<file path="config.mk">
export PLATFORM = sky130hd
export DESIGN_NAME = arith_sched
export DESIGN_NICKNAME = d
export VERILOG_FILES = /design/src/rtl/arith_sched.sv
export SDC_FILE = /design/constraint.sdc
export NUM_CORES = 1
export LEC_CHECK = 0
export ABC_AREA = 0
export BUFFER_PORTS_ARGS = -buffer_cell sky130_fd_sc_hd__buf_2
export CORE_MARGIN = 2
export CORE_UTILIZATION = 60
export DETAILED_ROUTE_END_ITERATION = 8
export PLACE_DENSITY = 0.77
export SLEW_MARGIN = 0
export SYNTH_ARGS = -nofsm -noshare
export SYNTH_HDL_FRONTEND = slang
export SYNTH_SLANG_ARGS = --single-unit
</file>
<file path="constraint.sdc">
create_clock -name clk -period 8.1 [get_ports clk]
set_input_delay 0 -clock clk [delete_from_list [all_inputs] [get_ports clk]]
set_output_delay 0 -clock clk [all_outputs]
set_load 0.01 [all_outputs]
</file>
<file path="src/rtl/arith_sched.sv">
// arith_sched: round-robin scheduler in front of one shared signed
// add/sub/multiply datapath. One operation is in flight at a time; its result
// comes back on a single response channel tagged with the requester index and
// is held until the consumer accepts it.
//
// Ports:
//   clk        rising-edge clock
//   rst_n      asynchronous active-low reset
//   req_valid  per-requester request valid                      [NREQ]
//   req_ready  per-requester accept, one-hot or zero (comb.)    [NREQ]
//   req_op     per-requester opcode, slice i = [2i+1:2i]        [2*NREQ]
//              00 add, 01 sub, 10 mul, 11 reserved (error response)
//   req_a      per-requester operand A, slice i = [W*i+W-1:W*i] [W*NREQ]
//   req_b      per-requester operand B, same slicing            [W*NREQ]
//   rsp_valid  response valid (registered)
//   rsp_ready  response accept
//   rsp_id     index of the requester that issued the op        [IDW]
//   rsp_data   signed result, sign-extended to 2W bits          [2W]
//   rsp_err    reserved opcode seen; rsp_data is zero
module arith_sched #(
  parameter int NREQ    = 2,
  parameter int W       = 17,
  parameter int MUL_LAT = 2,
  parameter int IDW     = (NREQ > 1) ? $clog2(NREQ) : 1
) (
  input  logic                clk,
  input  logic                rst_n,
  input  logic [NREQ-1:0]     req_valid,
  output logic [NREQ-1:0]     req_ready,
  input  logic [2*NREQ-1:0]   req_op,
  input  logic [W*NREQ-1:0]   req_a,
  input  logic [W*NREQ-1:0]   req_b,
  output logic                rsp_valid,
  input  logic                rsp_ready,
  output logic [IDW-1:0]      rsp_id,
  output logic [2*W-1:0]      rsp_data,
  output logic                rsp_err
);

  // Counter only has to hold MUL_LAT-1.
  localparam int CW = (MUL_LAT > 1) ? $clog2(MUL_LAT) : 1;
  localparam int RW = 2 * W;

  localparam logic [1:0] OP_ADD = 2'b00;
  localparam logic [1:0] OP_SUB = 2'b01;
  localparam logic [1:0] OP_MUL = 2'b10;

  typedef enum logic [1:0] {
    ST_IDLE = 2'd0,
    ST_EXEC = 2'd1,
    ST_RESP = 2'd2
  } state_e;

  state_e          state_q, state_d;
  logic [IDW-1:0]  ptr_q, ptr_d;
  logic [1:0]      op_q, op_d;
  logic [W-1:0]    a_q, a_d;
  logic [W-1:0]    b_q, b_d;
  logic [IDW-1:0]  id_q, id_d;
  logic [CW-1:0]   cnt_q, cnt_d;
  logic            rsp_valid_q, rsp_valid_d;
  logic [IDW-1:0]  rsp_id_q, rsp_id_d;
  logic [RW-1:0]   rsp_data_q, rsp_data_d;
  logic            rsp_err_q, rsp_err_d;

  logic            gnt_found_s;
  logic            gnt_hit_s;
  logic [IDW-1:0]  gnt_idx_s;
  logic [NREQ-1:0] req_ready_s;
  logic [1:0]      gnt_op_s;
  logic [W-1:0]    gnt_a_s;
  logic [W-1:0]    gnt_b_s;
  logic [RW-1:0]   a_ext_s;
  logic [RW-1:0]   b_ext_s;
  logic [RW-1:0]   res_s;
  logic            res_err_s;

  // (base + off) mod NREQ, for base < NREQ and off <= NREQ.
  function automatic logic [IDW-1:0] rr_index(input logic [IDW-1:0] base, input int off);
    int unsigned s;
    s = {{(32-IDW){1'b0}}, base} + off;
    if (s >= NREQ) begin
      s = s - NREQ;
    end else begin
      s = s;
    end
    return s[IDW-1:0];
  endfunction

  // Round-robin search: first valid requester at or above the pointer, wrapping.
  always_comb begin
    gnt_found_s = 1'b0;
    gnt_hit_s   = 1'b0;
    gnt_idx_s   = '0;
    for (int k = 0; k < NREQ; k++) begin
      gnt_hit_s   = ~gnt_found_s & req_valid[rr_index(ptr_q, k)];
      gnt_idx_s   = gnt_hit_s ? rr_index(ptr_q, k) : gnt_idx_s;
      gnt_found_s = gnt_found_s | gnt_hit_s;
    end
  end

  // Accept decode; held at zero while reset is asserted.
  always_comb begin
    req_ready_s = '0;
    if (rst_n && (state_q == ST_IDLE) && gnt_found_s) begin
      req_ready_s[gnt_idx_s] = 1'b1;
    end else begin
      req_ready_s = '0;
    end
  end

  // Operand/opcode mux for the granted requester.
  always_comb begin
    gnt_op_s = '0;
    gnt_a_s  = '0;
    gnt_b_s  = '0;
    for (int i = 0; i < NREQ; i++) begin
      gnt_op_s = (gnt_idx_s == IDW'(i)) ? req_op[2*i +: 2] : gnt_op_s;
      gnt_a_s  = (gnt_idx_s == IDW'(i)) ? req_a[W*i +: W]  : gnt_a_s;
      gnt_b_s  = (gnt_idx_s == IDW'(i)) ? req_b[W*i +: W]  : gnt_b_s;
    end
  end

  // Shared datapath. Operands are sign-extended to 2W first, so add/sub are
  // exact and the low 2W bits of the product are the full signed product.
  always_comb begin
    a_ext_s   = {{W{a_q[W-1]}}, a_q};
    b_ext_s   = {{W{b_q[W-1]}}, b_q};
    res_s     = '0;
    res_err_s = 1'b0;
    case (op_q)
      OP_ADD:  res_s = a_ext_s + b_ext_s;
      OP_SUB:  res_s = a_ext_s - b_ext_s;
      OP_MUL:  res_s = a_ext_s * b_ext_s;
      default: begin
        res_s     = '0;
        res_err_s = 1'b1;
      end
    endcase
  end

  // Next-state logic for the IDLE -> EXEC -> RESP sequencer.
  always_comb begin
    state_d     = state_q;
    ptr_d       = ptr_q;
    op_d        = op_q;
    a_d         = a_q;
    b_d         = b_q;
    id_d        = id_q;
    cnt_d       = cnt_q;
    rsp_valid_d = rsp_valid_q;
    rsp_id_d    = rsp_id_q;
    rsp_data_d  = rsp_data_q;
    rsp_err_d   = rsp_err_q;
    case (state_q)
      ST_IDLE: begin
        if (gnt_found_s) begin
          state_d = ST_EXEC;
          op_d    = gnt_op_s;
          a_d     = gnt_a_s;
          b_d     = gnt_b_s;
          id_d    = gnt_idx_s;
          ptr_d   = rr_index(gnt_idx_s, 1);
          cnt_d   = (gnt_op_s == OP_MUL) ? CW'(MUL_LAT - 1) : '0;
        end else begin
          state_d = ST_IDLE;
        end
      end
      ST_EXEC: begin
        if (cnt_q == '0) begin
          state_d     = ST_RESP;
          rsp_valid_d = 1'b1;
          rsp_id_d    = id_q;
          rsp_data_d  = res_s;
          rsp_err_d   = res_err_s;
        end else begin
          cnt_d = cnt_q - CW'(1);
        end
      end
      ST_RESP: begin
        // Return to IDLE only; the next grant is decoded from IDLE next cycle.
        if (rsp_ready) begin
          state_d     = ST_IDLE;
          rsp_valid_d = 1'b0;
        end else begin
          state_d = ST_RESP;
        end
      end
      default: begin
        state_d     = ST_IDLE;
        rsp_valid_d = 1'b0;
      end
    endcase
  end

  // State and datapath registers; reset drops any in-flight operation.
  always_ff @(posedge clk or negedge rst_n) begin
    if (!rst_n) begin
      state_q     <= ST_IDLE;
      ptr_q       <= '0;
      op_q        <= '0;
      a_q         <= '0;
      b_q         <= '0;
      id_q        <= '0;
      cnt_q       <= '0;
      rsp_valid_q <= 1'b0;
      rsp_id_q    <= '0;
      rsp_data_q  <= '0;
      rsp_err_q   <= 1'b0;
    end else begin
      state_q     <= state_d;
      ptr_q       <= ptr_d;
      op_q        <= op_d;
      a_q         <= a_d;
      b_q         <= b_d;
      id_q        <= id_d;
      cnt_q       <= cnt_d;
      rsp_valid_q <= rsp_valid_d;
      rsp_id_q    <= rsp_id_d;
      rsp_data_q  <= rsp_data_d;
      rsp_err_q   <= rsp_err_d;
    end
  end

  assign req_ready = req_ready_s;
  assign rsp_valid = rsp_valid_q;
  assign rsp_id    = rsp_id_q;
  assign rsp_data  = rsp_data_q;
  assign rsp_err   = rsp_err_q;

endmodule

</file>
==> flow_summary.ini <==
[layout]
multi_input_area_um2 = 12200
final_cell_mix = 349 x inv_1, 298 x fa_1, 258 x nand2_1
final_common_cell = inv_1
post-route-util = 0.681
fillers = 2013
register_area_um2 = 1950
final_area_um2 = 17600
area_growth_pct = 12.1
final_nets = 2395
drive_gt1_frac = 0.0866

[timing]
slew-limit-headroom = 0.208
fin_crit_sh = 0.870
finalSetupViolCount = 0
whs_ns = 0.0465
skew_ns = 0.0190
fin_setup_tns_ns = 0
clock.fmax_ghz = 0.142
fin_crit_ns = 7.05
finalMaxSlewViolations = 0
hold_viol_final = 0
timing_worst_slew_pin_value_ns = 1.19
rsz0062_at_grt = no

[yosys]
synth_cell_types = 74
ys.flop_type = dfrtp_1
yosysTopAreaCell = fa_1
synth_area_per_cell_um2 = 8.95
syn_nets = 2254
yosys_warnings = 0
synth_top_area_share = 0.379
synth_edf_count = 0
seq_area_frac_synth = 0.124
ys_ff_latch = 78
synth_area_um2 = 15700
synth_cells = 1759
synth_area_leaders = fa_1 38%, dfrtp_1 12%, ha_1 9.5%
ys_async_sr_fraction = 1.00

[die]
die-area_um2 = 27500
pin_count = 116
die_w_um = 166
rows = 59
core-area_um2 = 25900
initial_utilization = 0.607
die-height_um = 166

[grt]
grt_usage = 0.350
antenna_found_initial = 1
gr-total-overflow = 0
grt_max_degree = 67
grt_pass1_wl_mm = 75.9
grt_pass1_vias = 14700

[clock_network]
cts_tree = built
cts_buffer_depth = 2
clk_pin_slew_ns = 0.08
cts.sinks = 78
cts_buffers = 9
cts-root-buf = clkbuf_16
insertion_delay_ns = 0.36
htreeDepth = 3
cts_resized = 0

[route]
route.vias.total = 13100
vias_per_cell = 5.85
drtIter0Drc = 1101
totalWireLength_mm = 45.3
ant_nets = 0
dr.pass1.iters = 6
drc = 0
avgRoutedWirePerCell_um = 20.2
routed.top_layer = met4
dr_wl_met3_mm = 3.15
routed-wl-met2_mm = 22.6
wl_met1_mm = 17.3

[place]
place_area_um2 = 16600
gp_congestion = 0.945
post-dp-hpwl_mm = 34.5
io_buffers = 115

[worst_setup_path]
worstSetupStartpoint = a_q[16]
cp-end-kind = register
reg2reg_from = a_q[16]
critPathMaxFanout = 17
worstPathArrival_ns = 7.32
crit_type = register to register
required_ns = 8.37
start_kind = register

[worst_hold_path]
min_path_type = input pin to asynchronous set/reset pin

[flow_run]
cap_violations = 0

[outcome]
status = finished clean
[cells in the mapped netlist, types with 7 or more instances]
| library cell | n |
|---|---|
| nand2b_1 | 8 |
| and2_1 | 124 |
| xnor2_1 | 28 |
| mux2i_1 | 7 |
| a22oi_1 | 36 |
| nor3_1 | 13 |
| o21a_1 | 18 |
| a21o_1 | 23 |
| nor2b_1 | 10 |
| nand3_1 | 10 |
| dfrtp_1 | 78 |
| xor2_1 | 15 |
| inv_1 | 349 |
| ha_1 | 120 |
| clkbuf_1 | 71 |
| nand2_1 | 258 |
| fa_1 | 298 |
| nor2_1 | 68 |
| a21oi_1 | 60 |
| o21ai_0 | 53 |
[layout make-up]
class                           instances  area share
Timing Repair Buffer                  204      0.0812
Multi-Input combinational cell       1258       0.693
Inverter                              349      0.0743
Sequential cell                        78       0.111
Antenna cell                            1    0.000142
Clock buffer                            9      0.0128
Tap cell                              335      0.0238
Clock inverter                          7     0.00447
[registers in the layout (all words and copies together), names as in the netlist]
register	flops
id_q	1
state_q	2
rsp_valid	1
a_q	17
op_q	2
b_q	17
rsp_id	1
ptr_q	1
rsp_data	34
rsp_err	1
cnt_q	1
[logic make-up (layout without fill, tap and decap cells)]
group	count (synthesis)	in the layout	synth area share
DFF	78	78	0.124
adders and majority gates	418	418	0.474
muxes	8	8	0.00517
buffers and inverters	423	569	0.101
other	0	1	0
xor gates and xnor gates	43	43	0.0239
and+or+nand+nor	527	527	0.159
AOI/OAI and AO/OA	262	262	0.112
[worst max-delay path: stages (launching register included)]
cell,delay (ns)
dfrtp_1,0.85
inv_1,0.31
nor2_1,0.23
fa_1,0.60
fa_1,0.92
fa_1,0.53
fa_1,0.51
fa_1,0.50
inv_1,0.05
fa_1,0.49
inv_1,0.05
ha_1,0.33
a21oi_1,0.19
o21ai_0,0.13
nand2_1,0.13
o211ai_4,0.10
o41ai_4,0.30
nor2b_2,0.08
or4_1,0.48
a32oi_1,0.18
[through the flow]
stage / setup WS (ns) / cells
CTS: 1.11 / 2240
floorplan: 1.94 / 1759
finish: 1.05 / 2241
detailed placement: 1.14 / 2150
global route: 0.792 / 2241
global placement: 1.29 / 2150
[routing by layer]
metal | global-route usage | up-vias
li1 | - | 5743
met1 | 0.443 | 6582
met2 | 0.597 | 623
met3 | 0.0455 | 165
met4 | 0.172 | 0
met5 | 0 | -
[final timing paths]
kind	cells past startpoint	to	slack (ns)
max in group asynchronous	3	a_q[6]	6.92
setup / recovery	19	rsp_data[32]	1.05
min in group clk	3	cnt_q	0.07
hold / removal	2	b_q[5]	0.05
hold reg to reg	2	rsp_id	0.48
setup reg to reg	19	rsp_data[32]	1.05
[repair_timing]
item	CTS	global route
hold endpoints to repair	52	0
hold buffers	74	0
setup buffers	0	0
Power is not shown: default switching activity piles up to over one toggle a cycle in this logic, so the estimate is an artifact.
